===== src/rtl/ride_dispatch_scheduler.sv =====
// Round-robin launch-track arbiter with block interlock, launch timeout and post-launch headway.
// Optional DISPATCH_COUNT_EN macro enables the saturating confirmed-launch counter.
module ride_dispatch_scheduler #(
    parameter int unsigned N_TRAIN          = 4,
    parameter int unsigned HEADWAY_CYC      = 16,
    parameter int unsigned DISPATCH_TIMEOUT = 255,
    parameter int unsigned CNT_W            = 8
) (
    input  logic               i_clk,
    input  logic               i_rst,
    input  logic [N_TRAIN-1:0] i_req,
    input  logic [4:0]         i_block_occ,
    input  logic               i_estop,
    input  logic               i_fault_clr,
    output logic [N_TRAIN-1:0] o_grant,
    output logic [1:0]         o_state,
    output logic               o_fault,
    output logic               o_timeout,
    output logic [15:0]        o_dispatch_cnt
);

    localparam int unsigned PTR_W = $clog2(N_TRAIN);
    localparam logic [N_TRAIN-1:0] GRANT_ONE = N_TRAIN'(1);

    typedef enum logic [1:0] {
        StIdle     = 2'b00,
        StDispatch = 2'b01,
        StHeadway  = 2'b10,
        StFault    = 2'b11
    } state_e;

    state_e             state_q;
    logic [N_TRAIN-1:0] grant_q;
    logic [CNT_W-1:0]   cnt_q;
    logic [PTR_W-1:0]   ptr_q;
    logic [PTR_W-1:0]   win_q;
    logic               timeout_q;

    logic               win_vld;
    logic [PTR_W-1:0]   win_idx;
    logic [PTR_W-1:0]   ptr_next;
    logic               path_clear;
    logic               unused_occ;

    assign path_clear = !i_block_occ[1] && !i_block_occ[2];
    assign unused_occ = ^{i_block_occ[4:3], i_block_occ[0]};

    // First requester at or above the pointer, wrapping past N_TRAIN-1.
    always_comb begin
        int unsigned cand;
        win_vld = 1'b0;
        win_idx = '0;
        cand    = 0;
        for (int unsigned i = 0; i < N_TRAIN; i++) begin
            cand = (32'(ptr_q) + i) % N_TRAIN;
            if (!win_vld && i_req[cand[PTR_W-1:0]]) begin
                win_vld = 1'b1;
                win_idx = cand[PTR_W-1:0];
            end
        end
    end

    assign ptr_next = (win_q == PTR_W'(N_TRAIN - 1)) ? '0 : win_q + PTR_W'(1);

    always_ff @(posedge i_clk) begin
        if (i_rst) begin
            state_q   <= StIdle;
            grant_q   <= '0;
            cnt_q     <= '0;
            ptr_q     <= '0;
            win_q     <= '0;
            timeout_q <= 1'b0;
        end else begin
            unique case (state_q)
                StIdle: begin
                    if (i_estop) begin
                        state_q <= StFault;
                    end else if (win_vld && path_clear) begin
                        grant_q <= GRANT_ONE << win_idx;
                        win_q   <= win_idx;
                        cnt_q   <= '0;
                        state_q <= StDispatch;
                    end
                end
                StDispatch: begin
                    if (i_estop) begin
                        state_q <= StFault;
                        grant_q <= '0;
                    end else if (i_block_occ[1]) begin
                        state_q <= StHeadway;
                        grant_q <= '0;
                        cnt_q   <= '0;
                        ptr_q   <= ptr_next;
                    end else if (cnt_q == CNT_W'(DISPATCH_TIMEOUT - 1)) begin
                        state_q   <= StFault;
                        timeout_q <= 1'b1;
                        grant_q   <= '0;
                    end else begin
                        cnt_q <= cnt_q + CNT_W'(1);
                    end
                end
                StHeadway: begin
                    if (i_estop) begin
                        state_q <= StFault;
                    end else if (cnt_q == CNT_W'(HEADWAY_CYC - 1)) begin
                        state_q <= StIdle;
                    end else begin
                        cnt_q <= cnt_q + CNT_W'(1);
                    end
                end
                StFault: begin
                    if (i_fault_clr && !i_estop) begin
                        state_q   <= StIdle;
                        timeout_q <= 1'b0;
                    end
                end
                default: state_q <= StIdle;
            endcase
        end
    end

    assign o_grant   = grant_q;
    assign o_state   = state_q;
    assign o_fault   = (state_q == StFault);
    assign o_timeout = timeout_q;

`ifdef DISPATCH_COUNT_EN
    logic        confirm;
    logic [15:0] disp_cnt_q;

    assign confirm = (state_q == StDispatch) && !i_estop && i_block_occ[1];

    always_ff @(posedge i_clk) begin
        if (i_rst) begin
            disp_cnt_q <= '0;
        end else if (confirm && disp_cnt_q != 16'hFFFF) begin
            disp_cnt_q <= disp_cnt_q + 16'd1;
        end
    end

    assign o_dispatch_cnt = disp_cnt_q;
`else
    assign o_dispatch_cnt = 16'h0000;
`endif

endmodule


===== config.mk =====
export PLATFORM = sky130hd
export DESIGN_NAME = ride_dispatch_scheduler
export DESIGN_NICKNAME = d
export VERILOG_FILES = /design/src/rtl/ride_dispatch_scheduler.sv
export SDC_FILE = /design/constraint.sdc
export NUM_CORES = 1
export LEC_CHECK = 0
export CORE_MARGIN = 8
export CORE_UTILIZATION = 48
export CTS_CLUSTER_DIAMETER = 40
export DETAILED_ROUTE_END_ITERATION = 10
export PLACE_DENSITY = 0.79
export REMOVE_ABC_BUFFERS = 1
export SLEW_MARGIN = 20
export SYNTH_ARGS = -nofsm -noshare
export SYNTH_HDL_FRONTEND = slang
export SYNTH_SLANG_ARGS = --single-unit
export TNS_END_PERCENT = 30

===== constraint.sdc =====
create_clock -name i_clk -period 2.15 [get_ports i_clk]
set_input_delay 0.645 -clock i_clk [delete_from_list [all_inputs] [get_ports i_clk]]
set_output_delay 0.645 -clock i_clk [all_outputs]
set_load 0.05 [all_outputs]

Word level (Yosys, flattened, before mapping)
Cells that the tools add are included.
{ "word_totals": {"regBits": 19, "output_inout_bits": 24, "elab_cells": 102} }
{ "classes": {"n_addsub": 5, "n_lt_le_gt_ge": 4, "n_eq_ne": 18, "shifts": 1, "n_mux": 45, "n_bitwise": 1, "reduce_logical": 22} }
{ "ops": {"columns": ["operator", "n"], "rows": [
  ["$mux 8", 7],
  ["$mux 2", 13],
  ["$pmux 8 s3", 1],
  ["$mux 4", 5],
  ["$ne 2x2->1 const B", 7],
  ["$lt 2x3->1 const B", 4],
  ["$mux 1", 12],
  ["$ne 3x3->1 const B", 3],
  ["$add 8x1->8 const B", 1],
  ["$bmux 1 s2", 4],
  ["$eq 8x4->1 const B", 1],
  ["$eq 8x8->1 const B", 1],
  ["$pmux 2 s4", 1],
  ["$pmux 4 s2", 1],
  ["$reduce_and 4->1", 2],
  ["$reduce_and 7->1", 1],
  ["$eq 2x2->1 const B", 3],
  ["$logic_and 1x1->1", 6],
  ["$logic_not 1->1", 6],
  ["$reduce_and 3->1", 2],
  ["$reduce_and 5->1", 1],
  ["$add 2x1->2 const B", 2],
  ["$add 2x2->2 const B", 2],
  ["$ne 4x4->1 const B", 1],
  ["other kinds (8)", 9]
]} }

Longest topological paths before layout
Gate-level depths: netlist of the first run.
{ "depth": {"ltp_word": 16, "mapped_depth": 9} }

Worst setup path before layout of the first run
Ideal clock, no wire load.
{ "synth_timing": {"path_kind": "register -> register", "start": "register state_q[1], in the netlist o_state[1]", "end": "register cnt_q[6]", "arrival_time_ns": 2.215, "path_slack_ns": -0.182, "stages_incl_launch_ff": 10, "period_less_slack_ns": 2.332, "path_cell_list": "dfxtp_1 > inv_1 > ha_1 > clkbuf_1 > inv_1 > o21ai_0 > a211oi_1 > buf_6 > o21ai_0 > a32o_1"} }
{ "synth_between": {"elab_chain_cells": 3, "word_cells_on_any_way": 12, "classes_between": "eq/ne (8); mux (1); reduce/logical (3)"} }
{ "synth_lines": {"columns": ["element", "line", "text"], "rows": [
  ["start, declared", "32", "state_e state_q;"],
  ["start signal, assigned", "67", "state_q <= StIdle;"],
  ["start signal, assigned", "77", "state_q <= StFault;"],
  ["start signal, assigned", "82", "state_q <= StDispatch;"],
  ["$eq 2x1->1, or another cell as far along", "74", "unique case (state_q)"],
  ["$ne 3x3->1 (no line), or another cell as far along", null, null],
  ["$reduce_and 7->1 (no line)", null, null],
  ["end signal, assigned", "99", "cnt_q <= cnt_q + CNT_W'(1);"],
  ["end signal, assigned", "108", "cnt_q <= cnt_q + CNT_W'(1);"],
  ["end, declared", "34", "logic [CNT_W-1:0] cnt_q;"]
]} }
Parallel ways exist; a longest one is shown, timed or not.
A chain may end at the register's enable or synchronous reset.

Worst setup path in the final report of the first run
{ "layout_timing": {"start": "input port i_block_occ[1]", "end": "register cnt_q[2]"} }
{ "layout_between": {"elab_chain_cells": 5, "word_cells_on_any_way": 9, "classes_between": "eq/ne (2); mux (3); reduce/logical (4)"} }
{ "layout_lines": {"columns": ["element", "line", "text"], "rows": [
  ["start, declared", "12", "input logic [4:0] i_block_occ,"],
  ["$logic_not 1->1", "45", "assign path_clear = !i_block_occ[1] && !i_block_occ[2];"],
  ["$logic_and 1x1->1", "45", null],
  ["$logic_and 1x1->1", "78", "end else if (win_vld && path_clear) begin"],
  ["$ne 2x2->1 (no line)", null, null],
  ["$reduce_and 7->1 (no line)", null, null]
]} }
Parallel ways exist; a longest one is shown, timed or not. The select of a mux whose other input is x is not followed.

==> flow_metrics.tcl, run 1 <==
set metrics [dict create \
    status "finished with violations" \
    violations "setup timing" \
    post-route-period-util 1.019 \
    dp_cells 240 \
    synth_edf_count 0 \
    syn_to_final_growth_pct 26.82 \
    synthesis.area_um2 1390 \
    finalHoldViolations 0 \
    fin_cells 243 \
    relSlewSlack 0.6662 \
    tightest_slew_ps 499.2 \
    synth-async-reset-ratio 0 \
    ys_seq_area_frac 0.2736 \
    placed_cell_area_um2 1674 \
    max-cap-violations 0 \
    initial_core_util 0.5041 \
    clock_skew_ps 15.73 \
    routed_wl_um 3575 \
    die_h_um 69.82 \
    hold_class "flip-flop to flip-flop" \
    cts_buffer_depth 2 \
    grt_pass1_wl_um 6072 \
    cts_tree "built" \
    swShare 0.4474 \
    synth_top_area_frac 0.2736 \
    die_w_um 69.82 \
    diodes 0 \
    period_minus_slack_ps 2190 \
    io_buffers 17 \
    cp-end-kind "flip-flop" \
    synth_ff_type "dfxtp_1" \
    ant_nets 0 \
    p_seq_frac 0.296 \
    power_density_nw_per_um2 772.6 \
    cts_setup_buffers 0 \
    cp.arrival_ps 2380 \
    drive_gt1_frac 0.2075 \
    vdd_drop_max_v 0.0007559 \
    clock_latency_ps 300 \
    antenna_found_initial 0 \
    viasPerCell 5.646 \
    cts-root-buf "clkbuf_4" \
    drc_errors 0 \
    drv_slew 0 \
    detail_route.iter0.violations 48 \
    core-area_um2 2758 \
    vias 1372 \
    p_int_mw 0.7526 \
    finalSetupViolCount 2 \
    cp.required_ps 2340 \
    finalWeightedCongestion 0.8648 \
    setup_slack_ps -39.80 \
    yosysTopAreaCell "dfxtp_1" \
    cts.htree.levels 1 \
    fin_nets 235 \
    layout_common_cells "buf_4 (24), dfxtp_1 (18), nor2_1 (17)" \
    first_pass_iters 4 \
    synth_cells 176 \
    pin_count 37 \
    start_kind "primary input" \
    ys_ff_latch 19 \
    final_common_cell "buf_4" \
    grt_pass1_vias 1374 \
    clock.fmax_mhz 456.7 \
    wl_per_cell_um 14.71 \
    power_frac_comb 0.567 \
    cts_buffers 3 \
    die-area_um2 4874 \
    p_clk_frac 0.138 \
    dp_hpwl_um 2767 \
    rows 19 \
    p_leak_nw 0.8035 \
    cts_sinks 19 \
    synth_area_per_cell_um2 7.898 \
    path_class "primary input to flip-flop" \
    grt_usage 0.1439 \
    grt_max_degree 20 \
    switchingPower_mw 0.6094 \
    yosys_warnings 0 \
    worstPathMaxFanout 6 \
    synth_area_leaders "dfxtp_1 (27%), buf_4 (8.6%), ha_1 (8.1%)" \
    grt-ovfl-total 0 \
    synth_cell_type_count 43 \
    fin_area_um2 1763 \
    rsz0062_at_grt "yes" \
    clkSlewWorstSetupHoldPaths_ps 110 \
]
-- layer usage --
metal  global-route usage  share of wire
met1               0.1634           0.42
met3              0.03577          0.054
met4              0.03795          0.011
met2               0.2579           0.51
met5                    0              0
-- final cells by class --
| type | count | area (um^2) |
|---|---|---|
| Tap cell | 31 | 38.79 |
| Multi-Input combinational cell | 138 | 925.9 |
| Sequential cell | 19 | 381.6 |
| Clock buffer | 4 | 26.28 |
| Timing Repair Buffer | 38 | 341.6 |
| Inverter | 13 | 48.80 |
| Fill cell | 227 | 994.7 |
-- cell usage after synthesis (4+ instances only) --
cell / count
ha_1: 9
buf_4: 16
nor3_1: 8
inv_1: 13
nand2_1: 10
clkbuf_1: 4
nor2b_1: 5
a21oi_1: 11
nor2_1: 17
a32o_1: 5
nand3_1: 7
o21ai_0: 7
dfxtp_1: 19
mux2i_1: 4
-- flip-flops by register name, indices dropped and copies added, names as in the netlist --
| name | flops |
|---|---|
| win_q | 2 |
| o_grant | 4 |
| o_state | 2 |
| o_timeout | 1 |
| ptr_q | 2 |
| cnt_q | 8 |
-- cell families (layout without fill, tap and decap cells) --
family / count (synthesis) / after routing / share of synthesized area
flip-flops: 19 / 19 / 0.2736
AO/OA/AOI/OAI: 46 / 46 / 0.2322
adder cells (fa/ha/maj): 9 / 9 / 0.08101
multiplexers: 4 / 4 / 0.02880
buffers and inverters: 34 / 55 / 0.1404
other: 1 / 16 / 0.002698
AND/OR/NAND/NOR: 63 / 63 / 0.2412
-- stage by stage --
step	hold WS, ps	setup WS (ps)	util	total power [mW]	TNS, ps
3_5_place_dp	471.6	-432.4	0.6071	1.132	-5294
5_1_grt	541.3	-75.37	0.6393	1.447	-220.5
3_3_place_gp	451.8	-387.7	0.6071	1.106	-4662
6_report	495.5	-39.80	0.6393	1.362	-44.29
2_1_floorplan	464.6	-536.8	-	0.8621	-3359
4_1_cts	491.1	-24.60	0.6266	1.343	-55.18
-- worst max-delay path, cell delays in order --
cell and delay [ps]:
clkdlybuf4s50_1 500, nor3_2 310, a21oi_2 110, a211oi_4 270, buf_4 190, o21ai_0 80, a32o_1 260
-- power by group through the flow --
stage	combinational [mW]	sequential [mW]	clock (mW)
global placement	0.698	0.407	0
finish	0.772	0.403	0.188
detailed placement	0.723	0.409	0
floorplan	0.384	0.478	0
CTS	0.752	0.401	0.190
global route	0.833	0.407	0.207
-- repair_timing --
action                                  4_1_cts  5_1_grt
endpoints found under the setup margin       13       13
pin swaps                                     3        4
resized for setup                             5       12
hold buffers                                  0        0
-- path summary, 6_finish.rpt --
| path | slack, ps | cells past startpoint | endpoint | from |
|---|---|---|---|---|
| setup / recovery | -40 | 7 | cnt_q[2]$_SDFFE_PP0P_ | i_block_occ[1] |
| hold / removal | 500 | 2 | o_grant[1]$_SDFFE_PP0P_ | o_grant[1]$_SDFFE_PP0P_ |
| setup reg to reg | 110 | 8 | cnt_q[2]$_SDFFE_PP0P_ | o_state[0]$_SDFFE_PP0P_ |
| hold reg to reg | 500 | 2 | o_grant[1]$_SDFFE_PP0P_ | o_grant[1]$_SDFFE_PP0P_ |
Note: power is estimated with default switching activity, not from simulation.
==> run 2: changes to the inputs <==
--- a/config.mk
+++ b/config.mk
@@ -5,7 +5,6 @@
 export SDC_FILE = /design/constraint.sdc
 export NUM_CORES = 1
 export LEC_CHECK = 0
-export CORE_MARGIN = 8
 export CORE_UTILIZATION = 48
 export CTS_CLUSTER_DIAMETER = 40
 export DETAILED_ROUTE_END_ITERATION = 10
==> run 2 against run 1 <==
Against the previous run:
- the run now ends clean
- via count is 1.5% higher
- worst setup slack improved by 62 ps
- non-clock buffer count rose by 2
- critical path type unchanged
- maximum frequency up 2.9%
- largest power group unchanged
- core utilization increased by 0.41 points
- critical endpoint unchanged
- largest cell class unchanged
- register-to-register slack gained 20 ps
- die area decreased by 36%
==> flow_metrics.tcl, run 2 (synthesis results as in run 1) <==
set metrics [dict create \
    status "finished clean" \
    clock_skew_ps 4.343 \
    path_cells "clkdlybuf4s50_1, nor3_2, a21oi_2, a211oi_2, buf_4, o21ai_0, a32o_1" \
    vias 1393 \
    pin_count 37 \
    cts_setup_buffers 0 \
    die_w_um 55.82 \
    hold_path_depth 2 \
    r2r_end "cnt_q[2]$_SDFFE_PP0P_" \
    rr_worst_depth 8 \
    initial_core_util 0.5041 \
    p_clk_frac 0.138 \
    drv_slew 0 \
    timing.rr.start "o_state[1]$_SDFFE_PP0P_" \
    die-area_um2 3115 \
    grt_pass1_vias 1312 \
    swShare 0.4494 \
    detail_route.iter0.violations 63 \
    dp_hpwl_um 2669 \
    clock_latency_ps 300 \
    p_leak_nw 0.8315 \
    cp.arrival_ps 2330 \
    routed_wl_um 3463 \
    p_int_mw 0.7454 \
    ff_latch_area_um2 380.4 \
    tns_ps 0 \
    power_frac_comb 0.571 \
    switchingPower_mw 0.6083 \
    cts.htree.levels 1 \
    hold_slack_ps 476.3 \
    worstPathMaxFanout 7 \
    nFillCells 245 \
    regMostFlops "cnt_q" \
    multi_input_area_um2 919.6 \
    cp-startpoint "i_block_occ[1]" \
    drive_gt1_frac 0.2150 \
    start_kind "primary input" \
    grt_max_degree 11 \
    ant_nets 0 \
    cts_hold_buf 0 \
    clock.fmax_mhz 470.0 \
    cts_tree "built" \
    largest_register_ffs 8 \
    finalHoldViolations 0 \
    die_h_um 55.82 \
    path_class "primary input to flip-flop" \
    fin_nets 237 \
    io_buffers 17 \
    post-route-period-util 0.9895 \
    tightest_slew_ps 515.4 \
    hold_class "flip-flop to flip-flop" \
    max-cap-violations 0 \
    cts-root-buf "clkbuf_4" \
    hold_end "o_grant[3]$_SDFFE_PP0P_" \
    relSlewSlack 0.6558 \
    drc_errors 0 \
    grt_pass1_wl_um 5761 \
    p_seq_frac 0.291 \
    rows 19 \
    final_common_cell "buf_4" \
    cts_sinks 19 \
    syn_to_final_growth_pct 27.63 \
    hp-start "o_grant[3]$_SDFFE_PP0P_" \
    cp.required_ps 2350 \
    diodes 0 \
    r2r_slack_ps 130 \
    first_pass_iters 4 \
    cp-end-kind "flip-flop" \
    period_minus_slack_ps 2127 \
    cp_slowest_stage_delay_ps 460 \
    cts_buffer_depth 2 \
    cts_buffers 3 \
    clkSlewWorstSetupHoldPaths_ps 110 \
    wl_per_cell_um 14.13 \
    grt-ovfl-total 0 \
    power_density_nw_per_um2 763.0 \
    core-area_um2 2758 \
    finalSetupViolCount 0 \
    vdd_drop_max_v 0.0005498 \
    finalWeightedCongestion 0.8674 \
    slowest_stage "clkdlybuf4s50_1" \
    layout_common_cells "buf_4 (25), dfxtp_1 (19), nor2_1 (17)" \
    viasPerCell 5.686 \
    grt_usage 0.2305 \
    antenna_found_initial 0 \
    rsz0062_at_grt "yes" \
]
[run 2: critical path, delay by kind of cell]
family                 cells  cell delay [ps]
AO/OA/AOI/OAI              4              750
buffers and inverters      2              680
AND/OR/NAND/NOR            1              250
[run 2: per-stage QoR]
stage	cell area, um^2	util	worst slack [ps]	power, mW	instances
global route	1774	0.6434	-24.14	1.433	245
floorplan	1300	-	-536.8	0.8621	170
global placement	1692	0.6134	-372.6	1.103	242
finish	1774	0.6434	22.56	1.354	245
CTS	1758	0.6375	11.93	1.347	245
detailed placement	1692	0.6134	-390.9	1.138	242
[run 2: timing repair]
| action | CTS | global route |
|---|---|---|
| resized for setup | 9 | 7 |
| pin swaps | 4 | 4 |
| gates cloned | 0 | 0 |
| setup endpoints to repair | 11 | 14 |
[run 2: final cells by class]
class                      instances  share of cell area
multi-input combinational        138              0.5183
clock buffer                       4             0.01481
sequential                        19              0.2144
inverter                          13             0.02750
tap                               31             0.02186
timing repair buffer              40              0.2031
[run 2: how the worst max path moves through the flow]
stage	to	depth (start not counted)
finish	cnt_q[2]$_SDFFE_PP0P_	7
global placement	cnt_q[7]$_SDFFE_PP0P_	7
global route	cnt_q[2]$_SDFFE_PP0P_	8
detailed placement	cnt_q[7]$_SDFFE_PP0P_	7
CTS	o_state[0]$_SDFFE_PP0P_	6
floorplan	cnt_q[4]$_SDFFE_PP0P_	7
[run 2: power groups by stage]
stage / registers, mW / logic [mW] / clock network (mW)
floorplan: 0.478 / 0.384 / 0
global placement: 0.400 / 0.703 / 0
detailed placement: 0.401 / 0.736 / 0
CTS: 0.393 / 0.763 / 0.190
global route: 0.397 / 0.830 / 0.207
finish: 0.394 / 0.773 / 0.187
[run 2: metal layers]
metal,global-route usage,routed length (um)
met3,0.05349,161
met1,0.2525,1388
met2,0.4251,1837
met5,0,0
met4,0.09408,76
==> run 3: changes to the inputs <==
--- a/config.mk
+++ b/config.mk
@@ -7,8 +7,9 @@
 export LEC_CHECK = 0
 export CORE_UTILIZATION = 48
 export CTS_CLUSTER_DIAMETER = 40
+export CTS_CLUSTER_SIZE = 24
 export DETAILED_ROUTE_END_ITERATION = 10
-export PLACE_DENSITY = 0.79
+export PLACE_DENSITY_LB_ADDON = 0.12
 export REMOVE_ABC_BUFFERS = 1
 export SLEW_MARGIN = 20
 export SYNTH_ARGS = -nofsm -noshare
==> run 3 against run 2 <==
Against the previous run:
- clock power up 3%
- via count unchanged
- sequential cell count unchanged
- register-to-register slack about the same
- final cell count up 1.2%
- critical path depth down 6
- critical path type is now flip-flop to primary output
- largest power group unchanged
==> flow_metrics.tcl, run 3 (synthesis results as in run 1) <==
set metrics [dict create \
    status "finished clean" \
    clock.fmax_mhz 476.5 \
    first_pass_iters 4 \
    drc_errors 0 \
    drv_slew 0 \
    cp_slowest_stage_delay_ps 800 \
    ant_nets 0 \
    max-cap-violations 0 \
    cts_hold_buf 0 \
    r2r_end "cnt_q[3]$_SDFFE_PP0P_" \
    pin_count 37 \
    cts_buffers 3 \
    grt_max_degree 14 \
    cts_tree "built" \
    finalSetupViolCount 0 \
    finalWeightedCongestion 0.8260 \
    regMostFlops "cnt_q" \
    vias 1393 \
    fin_area_um2 1817 \
    path_cells "clkdlybuf4s50_1" \
    top_layer "met4" \
    fin_nets 240 \
    viasPerCell 5.617 \
    dp_hpwl_um 2504 \
    hold_class "flip-flop to flip-flop" \
    wl_per_cell_um 13.27 \
    multi_input_area_um2 939.7 \
    cp-end-kind "primary output" \
    timing.rr.start "o_state[0]$_SDFFE_PP0P_" \
    placed_cell_area_um2 1699 \
    die_h_um 55.82 \
    period_minus_slack_ps 2098 \
    grt_pass1_wl_um 5761 \
    detail_route.iter0.violations 61 \
    clock_skew_ps 2.550 \
    cp_num_buf_inv 1 \
    worstPathMaxFanout 2 \
    final_common_cell "buf_4" \
    drive_gt1_frac 0.2258 \
    io_buffers 17 \
    rows 19 \
    grt_pass1_vias 1392 \
    grt-ovfl-total 0 \
    vdd_drop_max_v 0.0005404 \
    clkSlewWorstSetupHoldPaths_ps 120 \
    hold_end "o_grant[1]$_SDFFE_PP0P_" \
    cts-root-buf "clkbuf_4" \
    cts.htree.levels 1 \
    tns_ps 0 \
    clock_latency_ps 310 \
    start_kind "flip-flop" \
    p_leak_nw 0.8314 \
    syn_to_final_growth_pct 30.69 \
    finalHoldViolations 0 \
    cp.required_ps 1500 \
    die-area_um2 3115 \
    hp-start "o_grant[1]$_SDFFE_PP0P_" \
    hold_path_depth 2 \
    wl_met2_um 1731 \
    routed_wl_um 3292 \
    largest_register_ffs 8 \
    post-route-period-util 0.9760 \
    wl_met3_um 142 \
    diodes 0 \
    grt_usage 0.2283 \
    m1WireLength_um 1359 \
    ff_latch_area_um2 380.4 \
    initial_core_util 0.5041 \
    slowest_stage "clkdlybuf4s50_1" \
    cp_top_family "buffers and inverters" \
    power_density_nw_per_um2 764.4 \
    cp.arrival_ps 1450 \
    antenna_found_initial 0 \
    cts_buffer_depth 2 \
    nFillCells 247 \
    die_w_um 55.82 \
    core-area_um2 2758 \
    hold_slack_ps 471.8 \
    fin_util 0.6588 \
    layout_common_cells "buf_4 (28), dfxtp_1 (19), nor2_1 (17)" \
    path_class "flip-flop to primary output" \
    rr_worst_depth 8 \
    cts_sinks 19 \
    r2r_slack_ps 140 \
]
## run 3: repair_timing
action / in CTS / in global routing
endpoints found under the hold margin: 0 / 0
setup endpoints to repair: 10 / 14
buffers inserted: 0 / 2
gates resized for setup: 7 / 10
pin swaps: 2 / 6
## run 3: final cells by class
| type | count | share of cell area |
|---|---|---|
| clock buffer | 3 | 0.01240 |
| sequential | 19 | 0.2094 |
| inverter | 13 | 0.02686 |
| multi-input combinational | 138 | 0.5172 |
| clock inverter | 1 | 0.002755 |
| timing repair buffer | 43 | 0.2101 |
| tap | 31 | 0.02135 |
## run 3: per-stage QoR
stage	total power, mW	setup WS, ps	instances
2_1_floorplan	0.8621	-536.8	170
3_3_place_gp	1.122	-378.2	243
3_5_place_dp	1.142	-399.4	243
4_1_cts	1.365	0.8882	246
5_1_grt	1.473	-0.3442	248
6_report	1.389	51.58	248
## run 3: worst max-delay path by stage
stage,startpoint,endpoint,slack (ps),cells after the start
after global routing,i_block_occ[1],cnt_q[3]$_SDFFE_PP0P_,-0.3,7
after detailed placement,i_req[0],cnt_q[5]$_SDFFE_PP0P_,-400,7
after floorplan,o_state[1]$_SDFFE_PP0P_,cnt_q[4]$_SDFFE_PP0P_,-540,7
final,o_grant[3]$_SDFFE_PP0P_,o_grant[3],50,1
after global placement,i_req[0],cnt_q[5]$_SDFFE_PP0P_,-380,7
after CTS,i_req[3],o_grant[2]$_SDFFE_PP0P_,0.9,6
## run 3: where the power goes
| part | internal (mW) | switching [mW] |
|---|---|---|
| clock network | 0.0695 | 0.123 |
| logic | 0.317 | 0.488 |
| registers | 0.377 | 0.0147 |
## run 3: worst min-delay path, cell delays in order (launching register included)
cell and delay, ps:
dfxtp_1 330, nand3_1 60, o31ai_1 50
## run 3: metal layers
layer / global-route usage / vias to the layer above
met1: 0.2562 / 664
met2: 0.4062 / 40
li1: - / 683
met5: 0 / -
met4: 0.1254 / 0
met3: 0.04186 / 6
